File: config.mk
export PLATFORM = sky130hd
export DESIGN_NAME = request_ctrl
export DESIGN_NICKNAME = d
export VERILOG_FILES = /design/src/rtl/cpu_types_pkg.sv /design/src/rtl/request_ctrl.sv
export SDC_FILE = /design/constraint.sdc
export NUM_CORES = 1
export LEC_CHECK = 0
export CAP_MARGIN = 20
export CELL_PAD_IN_SITES_DETAIL_PLACEMENT = 1
export CELL_PAD_IN_SITES_GLOBAL_PLACEMENT = 2
export CORE_ASPECT_RATIO = 0.8
export CORE_MARGIN = 5
export CORE_UTILIZATION = 26
export DETAILED_ROUTE_END_ITERATION = 12
export GPL_TIMING_DRIVEN = 0
export HOLD_SLACK_MARGIN = 0.15
export MAX_ROUTING_LAYER = met4
export PLACE_DENSITY = 0.87
export SYNTH_ARGS = -nofsm -noshare
export SYNTH_HDL_FRONTEND = slang
export SYNTH_SLANG_ARGS = --single-unit
File: constraint.sdc
create_clock -name CLK -period 2 [get_ports CLK]
set_input_delay 0.3 -clock CLK [delete_from_list [all_inputs] [get_ports CLK]]
set_output_delay 0.3 -clock CLK [all_outputs]
set_load 0.02 [all_outputs]
File: src/rtl/cpu_types_pkg.sv
// cpu_types_pkg: shared request-controller state encoding and counter helper
package cpu_types_pkg;

  typedef enum logic [1:0] {
    FETCH  = 2'd0,
    DATA   = 2'd1,
    HALTED = 2'd2,
    ERROR  = 2'd3
  } reqst_t;

  localparam int DEF_DW      = 32;
  localparam int DEF_CNT_W   = 8;
  localparam int DEF_TIMEOUT = 255;

  function automatic logic is_active(input reqst_t s);
    return (s == FETCH) || (s == DATA);
  endfunction

endpackage

File: src/rtl/request_ctrl.sv
// request_ctrl: sequences instruction fetch and data access requests for a single-cycle-style core
module request_ctrl
  import cpu_types_pkg::*;
#(
  parameter int DW         = DEF_DW,
  parameter int CNT_W      = DEF_CNT_W,
  parameter int TIMEOUT    = DEF_TIMEOUT,
  parameter int LATCH_LOAD = 1
) (
  input  logic             CLK,
  input  logic             nRST,
  input  logic             ihit,
  input  logic             dhit,
  input  logic             dREN,
  input  logic             dWEN,
  input  logic             halt,
  input  logic [DW-1:0]    dmemload,
  output logic             imemREN,
  output logic             dmemREN,
  output logic             dmemWEN,
  output logic             pcEN,
  output logic [DW-1:0]    dload_q,
  output logic [CNT_W-1:0] wait_cnt,
  output logic             halted,
  output logic             timeout_err
);

  reqst_t           r_state;
  reqst_t           w_next;
  logic             r_ld;
  logic             r_st;
  logic [CNT_W-1:0] r_wait;
  logic [CNT_W-1:0] w_wait_next;
  logic             w_hit;
  logic             w_pc;
  logic             w_to;
  logic             w_enter_data;
  logic             w_capture;

  // the timeout fires only when the count has reached the limit and nothing completed this cycle
  assign w_to = (TIMEOUT != 0) && (r_wait == CNT_W'(TIMEOUT));

  // next-state and request decode from registered state and the hit relevant to that state
  always_comb begin
    w_next  = r_state;
    imemREN = 1'b0;
    dmemREN = 1'b0;
    dmemWEN = 1'b0;
    w_pc    = 1'b0;
    w_hit   = 1'b0;
    case (r_state)
      FETCH: begin
        imemREN = 1'b1;
        w_hit   = ihit;
        if (ihit) begin
          if (halt) w_next = HALTED;
          else if (dREN || dWEN) w_next = DATA;
          else w_pc = 1'b1;
        end else if (w_to) begin
          w_next = ERROR;
        end
      end
      DATA: begin
        dmemWEN = r_st;
        dmemREN = r_ld & ~r_st;
        w_hit   = dhit;
        if (dhit) begin
          w_pc   = 1'b1;
          w_next = FETCH;
        end else if (w_to) begin
          w_next = ERROR;
        end
      end
      default: ;
    endcase
  end

  // a strobe must never leak out while reset is held, even if a hit is presented
  assign pcEN = w_pc & nRST;

  assign w_enter_data = (r_state == FETCH) && (w_next == DATA);
  assign w_capture    = (r_state == DATA) && dhit && r_ld && !r_st;

  // wait counter clears on any completion or state change and saturates instead of wrapping
  assign w_wait_next = (w_hit || (w_next != r_state)) ? '0 :
                       !is_active(r_state)            ? r_wait :
                       (&r_wait)                      ? r_wait :
                                                        r_wait + CNT_W'(1);

  // state, wait count and latched access type
  always_ff @(posedge CLK or negedge nRST) begin
    if (!nRST) begin
      r_state <= FETCH;
      r_wait  <= '0;
      r_ld    <= 1'b0;
      r_st    <= 1'b0;
    end else begin
      r_state <= w_next;
      r_wait  <= w_wait_next;
      if (w_enter_data) begin
        r_ld <= dREN;
        r_st <= dWEN;
      end
    end
  end

  generate
    if (LATCH_LOAD != 0) begin : g_latch
      logic [DW-1:0] r_dload;
      // hold the load word returned on the completing data cycle of a pure load
      always_ff @(posedge CLK or negedge nRST) begin
        if (!nRST) r_dload <= '0;
        else if (w_capture) r_dload <= dmemload;
      end
      assign dload_q = r_dload;
    end else begin : g_nolatch
      assign dload_q = '0;
    end
  endgenerate

  assign wait_cnt    = r_wait;
  assign halted      = (r_state == HALTED);
  assign timeout_err = (r_state == ERROR);

endmodule

==> metrics.txt, run 1 <==
CP dominant cell by count buf_6; first-pass GRT wire length 8.611 mm; Finished Layout Cells 332; Final Max Tran Viols 0; relative slew slack 0.5396; worst reg2reg setup slack 330 ps; clock latency on the worst-skew pair 300 ps; clock sinks 44; # setup viols final 0; synthesis-to-finish area growth 57.21%; Hold Vio Cnt, Final 0; Top Ports 85; critical path's slowest cell or4_4; routed vias/inst 4.623; Tightest Hold Check Type in -> async; Die Y 87.18 um; sequential-to-total area share from yosys stat 0.5688; Detailed Route Iter0 Violations 24; status complete, no violations; initial antenna violation count 0; DRT Pass-1 Iters 3; unrepaired setup endpoints after global routing true; Yosys reg bits 44; WL final 5.356 mm; GRT Total Usage 0.1227; Worst R2R Path Depth 6; die footprint 9281 sq um; Post-Syn Nets 186; Avg Inst Size Synth 13.26 sq um; Slew @ Worst Pin 688.3 ps; r2r startpoint r_state[0]$_DFF_PN0_; Ys Warns 0; Reg clk slew, reported paths 90 ps; CP cell instances buf_6, nand2b_4, or4_4, a21oi_2, buf_6; final period utilization 0.9832; CP endpoint kind primary output; share of cells above drive strength 1 0.2521; fill count 779; Syn Std Cell Area 1936 sq um; Buf/Inv on CP 2; RD Place Congestion 0.7679; Mapped Cells 146; Final nets 281; fmax 0.5086 GHz; crit path launch type register; remaining antenna violation count 0; vias in the first global route 1767; largest net degree at the start of global routing 31; cell row count 28; PwrDens 822.5 nW/um^2; Peak VDD IR 321.1 uV; fin crit period 1966 ps; core area 7322 sq um; LEAKAGE 0.001365 uW; routed vias 1535; CP delay by family, top simple AND/OR/NAND/NOR gates; Synth cell types 35; Remaining DRCs 0; post-detail-place hpwl 4.094 mm; I/O Buffers 84; wire per inst 16.13 um; FF-to-FF End dload_q[23]$_DFFE_PN0P_; skew final 7.520 ps; Initial Util 0.2644; CTS buffer count 5; crit-path max FO 3; deepest clock path buffer count 2; Max-Cap Viols 0; ant diodes 0; Setup Crit Path Kind reg -> out; Root Buffer clkbuf_8; placed cells 321; Worst Path Arrival 1670 ps; grt ovf 0; CP required 1700 ps; CTS tree done; CTS H-tree lvls 2; die width 106.5 um; setup TNS 0 ps; crit-path max cell delay 420 ps
[metrics by stage]
stage          setup WS, ps  cell area, sq um    util  hold slack [ps]  power (uW)
3_5_place_dp         -524.7              2904  0.3966            248.2        1909
4_1_cts               28.52              3020  0.4125            477.1        2527
3_3_place_gp          -1599              2889  0.3946            485.7        1884
6_report              33.68              3043  0.4156            488.7        2503
5_1_grt              -23.20              3043  0.4156            520.6        2675
2_1_floorplan         295.6              1936       -            4.409        1488
[worst reg2reg max path: cells and delay by family, from the launching register on]
family                 cells  cell delay (ps)
DFF                        1              380
buffers and inverters      3              450
and+or+nand+nor            2              400
muxes                      1              350
[power by group]
part	leakage (uW)	switching, uW	total (uW)	internal (uW)
registers	0.000585	99.3	1110	1010
logic	0.000736	371	801	430
clock network	0.0000434	315	595	280
[synth_stat cells (all sizes together)]
| master | number | area (sq um) |
|---|---|---|
| dfrtp | 44 | 1101 |
| mux2 | 35 | 405.4 |
| nand2 | 10 | 40.04 |
| buf | 5 | 56.30 |
| nor2 | 5 | 18.77 |
| o21ai | 5 | 25.02 |
| inv | 4 | 15.01 |
| a31oi | 3 | 18.77 |
| nand3 | 3 | 15.01 |
| nor4 | 3 | 25.02 |
| or4 | 3 | 22.52 |
| a21oi | 2 | 10.01 |
| and3 | 2 | 12.51 |
| nand4 | 2 | 12.51 |
| nor2b | 2 | 12.51 |
| o211ai | 2 | 15.01 |
| a211oi | 1 | 7.510 |
| a221oi | 1 | 8.760 |
| a32o | 1 | 10.01 |
| and4bb | 1 | 12.51 |
| clkbuf | 1 | 3.750 |
| clkinv | 1 | 3.750 |
| ha | 1 | 12.51 |
| mux2i | 1 | 10.01 |
| nand2b | 1 | 6.260 |
| nand4b | 1 | 8.760 |
| nor3 | 1 | 5.000 |
| o21a | 1 | 7.510 |
| o31ai | 1 | 7.510 |
| o32a | 1 | 10.01 |
| or2 | 1 | 6.260 |
| or4b | 1 | 10.01 |
[sequential cells by signal (all words and copies together), names as in the netlist]
signal    flops
r_ld          1
r_state       2
wait_cnt      8
dload_q      32
r_st          1
[repair_timing]
item,4_1_cts,5_1_grt
pin swaps,1,1
setup endpoints to repair,6,7
hold endpoints to repair,15,0
gates cloned,0,0
hold buffers,2,0
resized for setup,13,4
buffers inserted,0,2
[cell usage in the layout, fill, tap and decap left out, drive strengths merged, types with 2 or more instances in the layout]
cell,Yosys,layout
nor2,5,5
nor4,3,3
clkbuf,1,6
nor2b,2,2
nand3,3,3
dlygate4sd3,0,2
dlygate4sd2,0,6
nand4,2,2
o211ai,2,2
and3,2,2
buf,5,10
a21oi,2,2
mux2,35,35
nand2,10,10
o21ai,5,5
clkinvlp,0,2
dfrtp,44,44
inv,4,4
or4,3,3
a31oi,3,3
clkdlybuf4s50,0,76
[layout make-up]
type,instances,area [sq um],share of cell area
Inverter,5,20.02,0.006579
Timing Repair Buffer,89,884.6,0.2907
Clock inverter,2,15.01,0.004934
Multi-Input combinational cell,91,770.7,0.2533
Clock buffer,6,82.58,0.02714
Buffer,5,56.30,0.01850
Sequential cell,44,1101,0.3618
Tap cell,90,112.6,0.03701
[kinds of logic (layout without fill, tap and decap cells)]
| logic type | Yosys count | count (layout) | synth area share |
|---|---|---|---|
| buffers and inverters | 11 | 107 | 0.04072 |
| AND/OR/NAND/NOR | 36 | 36 | 0.1073 |
| multiplexers | 36 | 36 | 0.2146 |
| flip-flops | 44 | 44 | 0.5688 |
| adder cells (fa/ha/maj) | 1 | 1 | 0.006463 |
| AO/OA/AOI/OAI | 18 | 18 | 0.06206 |
[how the worst max path moves through the flow]
| stage | slack [ps] | depth (start not counted) | from | endpoint |
|---|---|---|---|---|
| 4_1_cts | 30 | 5 | r_state[0]$_DFF_PN0_ | pcEN |
| 3_5_place_dp | -520 | 5 | ihit | pcEN |
| 6_report | 30 | 5 | r_state[0]$_DFF_PN0_ | pcEN |
| 2_1_floorplan | 300 | 4 | r_state[0]$_DFF_PN0_ | pcEN |
| 3_3_place_gp | -1600 | 4 | nRST | pcEN |
| 5_1_grt | -20 | 5 | r_state[0]$_DFF_PN0_ | pcEN |
[per-layer routing]
layer / track usage / part of all wire
met5: - / 0
met4: 0.02787 / 0.0082
met3: 0.04077 / 0.064
met2: 0.1938 / 0.48
met1: 0.1543 / 0.45
No activity file was read; power rests on OpenSTA's default activity.
==> inputs of run 2 (changes only) <==
--- a/config.mk
+++ b/config.mk
@@ -5,6 +5,7 @@
 export SDC_FILE = /design/constraint.sdc
 export NUM_CORES = 1
 export LEC_CHECK = 0
+export ABC_AREA = 0
 export CAP_MARGIN = 20
 export CELL_PAD_IN_SITES_DETAIL_PLACEMENT = 1
 export CELL_PAD_IN_SITES_GLOBAL_PLACEMENT = 2
==> results of run 2 <==
The final DEF is identical to that of run 1; final timing and power are the same.
==> RTL change 1 (settings of run 1) <==
The package constant `DEF_DW` goes from 32 to 28.
--- a/src/rtl/cpu_types_pkg.sv
+++ b/src/rtl/cpu_types_pkg.sv
@@ -8,7 +8,7 @@
     ERROR  = 2'd3
   } reqst_t;
 
-  localparam int DEF_DW      = 32;
+  localparam int DEF_DW      = 28;
   localparam int DEF_CNT_W   = 8;
   localparam int DEF_TIMEOUT = 255;
 
Interface: changed (resized dload_q and dmemload); port bits go from 85 to 77. The function was not compared with the original's and may differ.
==> RTL change 1 against run 1 <==
Area after synthesis decreased by 4.3%. Clock power fell by 6.4%. Critical path type unchanged. Sequential cell count is 4 lower. Cell area fell by 4.3%. Worst setup slack gained 1.6 ps. Wire length fell by 2.7%. Total power decreased by 5.0%.
==> RTL change 1: results (changes against run 1) <==
Global route
  • Largest net degree at the start of global routing: 33 (+6.5%)
  • GR Util met3: 3.536% (-0.54 points)
  • First-pass GRT wire length: 8273 um (-3.9%)
  • Met1 global-route usage: 13.67% (-1.8 points)
  • Number of global-route vias before repair: 1579 (-11%)
  • Met2 Resource Use GR: 20.18% (+0.81 points)

Place
  • Place WS: -544.3 ps (-19.58 ps)
  • Cell Area, Placed: 2738 um2 (-5.7%)
  • Placed insts: 298 (-7.2%)
  • Placer congestion estimate: 0.7062 (-8.0%)

Detailed routing
  • Post-DR wirelength/cell: 16.60 um (+2.9%)
  • First-pass iteration count of the detailed router: 4 (+1)
  • Vias per std cell: 4.586 (-0.81%)
  • DRT Wirelength: 5211 um (-2.7%)

Synthesis
  • Synth top area cells: dfrtp_1, mux2_4, mux2_1
  • Sequential area share after synthesis: 54.02% (-2.9 points)
  • Synth cell types: 40 (+14%)

Critical path
  • Flop-to-flop setup slack: 240 ps (-90 ps)

Timing
  • Worst Tran Pin Value: 512.0 ps (-176.4 ps)
  • Setup ws final: 35.31 ps (+1.636 ps)
  • Clock Skew: 3.987 ps (-3.533 ps)

Final layout
  • Post-layout nets: 262 (-6.8%)
  • Fraction of final layout cells with drive strength greater than 1: 24.23% (-0.98 points)

Hold path
  • Hold Path Class: reg2reg

Run status
  • Outcome: complete, no violations
[RTL change 1: cell types whose count changed in the layout (fill, tap and decap cells not counted), sizes merged, moves of 2 or more]
cell / change
clkinvlp: -2
dfrtp: -4
mux2: -4
and4: +2
a31oi: -2
buf: +3
dlygate4sd2: -2
clkdlybuf4s50: -8
[RTL change 1: layout make-up]
type                            instances  area (um2)
Inverter                                3       11.26
Clock inverter                          2       10.01
Fill cell                             736        4014
Multi-Input combinational cell         86       814.5
Sequential cell                        40        1001
Clock buffer                            6       82.58
Buffer                                  5       43.79
Tap cell                               87       108.9
Timing Repair Buffer                   85       839.6
[RTL change 1: metrics by stage]
| stage | TNS [ps] | power, uW | hold slack, ps | util (%) |
|---|---|---|---|---|
| global route | 0 | 2515 | 516.2 | 42.04 |
| CTS | 0 | 2331 | 499.2 | 41.34 |
| detailed placement | -645.3 | 1755 | 187.5 | 39.53 |
| finish | 0 | 2378 | 491.4 | 42.04 |
| floorplan | 0 | 1370 | 4.409 | - |
| global placement | -24310 | 1733 | 471.6 | 39.31 |
[RTL change 1: worst min path at each step]
| stage | to | cells past startpoint |
|---|---|---|
| after global placement | r_ld | 1 |
| after global routing | dload_q[15] | 3 |
| final | dload_q[4] | 1 |
| after detailed placement | dload_q[24] | 1 |
| after CTS | dload_q[4] | 1 |
| after floorplan | dload_q[0] | 0 |
[RTL change 1: per-layer routing]
layer  share of wire (%)  vias up
met3                 5.4        7
li1                    -      668
met1                  42      727
met4                 1.4        0
met5                   0        -
met2                  52       38
[RTL change 1: power groups by stage]
stage               combinational (uW)  sequential [uW]  clock, uW
floorplan                          259             1110          0
global placement                   722             1010          0
detailed placement                 738             1020          0
CTS                                741             1000        587
global route                       881             1020        618
finish                             820             1000        557
[RTL change 1: logic make-up after synthesis]
group,share of synthesized area (%)
flip-flops,54.02
AND/OR/NAND/NOR,11.21
multiplexers,23.63
AO/OA/AOI/OAI,7.631
buffers and inverters,2.836
adder cells (fa/ha/maj),0.6751
[RTL change 1: timing repair]
action / 4_1_cts / 5_1_grt
pin swaps: 1 / 1
setup endpoints to repair: 5 / 4
gates resized for setup: 16 / 4
endpoints found under the hold margin: 9 / 0
hold buffers: 2 / 0
buffers inserted: 0 / 6
==> RTL change 2 (config.mk and constraints of run 1) <==
Without the edit above. Re-encode `reqst_t` (4 values) as Gray code, 2 bits wide.
--- a/src/rtl/cpu_types_pkg.sv
+++ b/src/rtl/cpu_types_pkg.sv
@@ -2,10 +2,10 @@
 package cpu_types_pkg;
 
   typedef enum logic [1:0] {
-    FETCH  = 2'd0,
-    DATA   = 2'd1,
-    HALTED = 2'd2,
-    ERROR  = 2'd3
+    FETCH  = 2'b00,
+    DATA   = 2'b01,
+    HALTED = 2'b11,
+    ERROR  = 2'b10
   } reqst_t;
 
   localparam int DEF_DW      = 32;
Function: no difference found for any inputs over 10 cycles, from zero or initial values and one cycle with nRST low; not proved beyond that.
==> RTL change 2 against run 1 <==
Cell area is 4.2% higher. Critical path depth down 1. First-iteration DRC count rose by 25%. Non-clock buffer count unchanged. Area after synthesis up 5.6%. Final cell count is 4.2% higher. Wire length decreased by 2.9%. Sequential cell count stayed put. Maximum frequency rose by 6.5%. Clock power up 16%. Total power fell by 2.7%. Worst setup slack improved by 120 ps. Largest cell class unchanged.
==> RTL change 2: results (changes against run 1) <==
Timing
  • Clock Skew: 9.460 ps (+1.941 ps)
  • Worst Tran Pin Value: 806.3 ps (+117.9 ps)
  • Crit share post-route: 92.31% (-6.0 points)

Power and ir drop
  • Max IR drop VDD: 0.2884 mV (-10%)
  • Pint: 1735 uW (+1.0%)
  • Lkg Pwr: 0.001514 uW (+11%)

Critical path
  • Flop-to-flop setup slack: 410 ps (+80 ps)
  • Worst path slowest cell: dfrtp_1
  • CP Max Fanout: 10 (+7)
  • Cell count of the worst reg-to-reg path: 6 (unchanged)
  • Largest stage delay on the critical path: 370 ps (-50 ps)
  • CP top delay family: buffers and inverters
  • CP Data Arrival Time: 1550 ps (-120 ps)

Place
  • Place WS: -248.0 ps (+276.6 ps)
  • Port-buffer cells: 84 (unchanged)
  • Dpl hpwl: 3934 um (-3.9%)
  • Placer congestion estimate: 0.7471 (-2.7%)

Global route
  • First-pass GRT wire length: 8487 um (-1.4%)
  • Largest net degree at the start of global routing: 28 (-9.7%)
  • Initial antenna violation count: 0 (unchanged)
  • Number of global-route vias before repair: 1637 (-7.4%)
  • GRT Util Overall: 11.50% (-0.77 points)

CTS
  • CTS buffer count: 5 (unchanged)
  • H-Tree Depth: 2 (unchanged)
  • CTS Buffer Depth: 2 (unchanged)
  • Worst-skew pair later-pin latency: roughly 290 ps
  • Root buf cell: clkbuf_8
  • Clock slew at reported path FFs: roughly 80 ps
  • # Post-CTS Setup Buffers: 0 (unchanged)

Synthesis
  • Synth cell types: 35 (unchanged)
  • Syn. warnings: 0 (unchanged)
  • Sequential area share after synthesis: 53.89% (-3.0 points)
  • Ys flop type: dfrtp_1
  • Async set-reset flop share out of synthesis: 100.0% (unchanged)
  • Post-synth top cells: dfrtp_1, mux2_4, nand2_1, nor2_1, o21ai_0
  • Post-Syn Nets: 186 (unchanged)
  • Synth top area cells: dfrtp_1, mux2_4, buf_12

Final layout
  • Post-layout nets: 280 (-0.36%)
  • Max reg flops: 32 (unchanged)
  • Fillers: 817 (+4.9%)
  • Diodes inserted: 0 (unchanged)
  • Fraction of final layout cells with drive strength greater than 1: 22.82% (-2.4 points)

Detailed routing
  • Vias per std cell: 4.298 (-7.0%)
  • First-pass iteration count of the detailed router: 4 (+1)
  • DRT Wirelength: 5203 um (-2.9%)
  • Iter 0 DRT Violations: 30 (+25%)

Run status
  • Outcome: complete, no violations

Hold path
  • Hold Path Depth: 1
  • Hold Path Class: reg2reg
==> RTL change 2: final timing paths <==
kind | startpoint | end
worst max-delay path | r_state[1] | halted
worst min-delay path | r_ld | r_ld
worst max register to register | wait_cnt[0] | wait_cnt[5]
worst min register to register | r_ld | r_ld
max in group asynchronous | nRST | dload_q[22]
min in group asynchronous | nRST | dload_q[17]
==> RTL change 2: what timing repair did <==
| action | CTS | global route |
|---|---|---|
| gates resized for setup | 7 | 6 |
| hold endpoints to repair | 17 | 0 |
| setup endpoints to repair | 5 | 19 |
| hold buffers | 2 | 0 |
==> RTL change 2: logic make-up after synthesis <==
| logic type | after synthesis | share of synthesized area (%) |
|---|---|---|
| muxes | 34 | 24.19 |
| AOI/OAI and AO/OA | 17 | 5.757 |
| buffers and inverters | 8 | 4.348 |
| adders and majority gates | 1 | 0.6123 |
| and+or+nand+nor | 41 | 10.78 |
| DFF | 44 | 53.89 |
| xor gates and xnor gates | 1 | 0.4287 |
==> RTL change 2: final cells by class <==
| type | count | share of cell area [%] |
|---|---|---|
| plain buffers | 7 | 2.802 |
| clock buffers | 5 | 2.170 |
| clock inverters | 3 | 1.500 |
| inverters | 1 | 0.1184 |
| multi-input cells | 94 | 27.07 |
| flip-flops and latches | 44 | 34.73 |
| well taps | 105 | 4.144 |
| repair buffers | 87 | 27.47 |
==> RTL change 2: metal layers <==
layer	share of wire [%]	global-route usage, %	vias to the layer above
met5	0	-	-
met4	0.79	3.096	0
met3	6.0	2.455	2
met2	42	16.61	59
met1	51	16.26	727
li1	-	-	699
==> RTL change 2: power by group through the flow <==
stage / clock network (uW) / registers [uW] / logic, uW
global placement: 0 / 1080 / 683
detailed placement: 0 / 1090 / 694
floorplan: 0 / 1170 / 251
finish: 693 / 1060 / 676
global route: 779 / 1090 / 733
CTS: 735 / 1070 / 687
==> RTL change 2: through the flow <==
stage	setup TNS (ps)	util [%]	instances	hold WS (ps)	cell area, um2
floorplan	0	-	146	4.409	2043
global placement	-34370	40.03	335	487.4	3015
detailed placement	-274.6	40.23	336	287.4	3030
CTS	0	42.01	346	517.3	3164
global route	0	42.09	346	531.4	3171
finish	0	42.09	346	510.1	3171
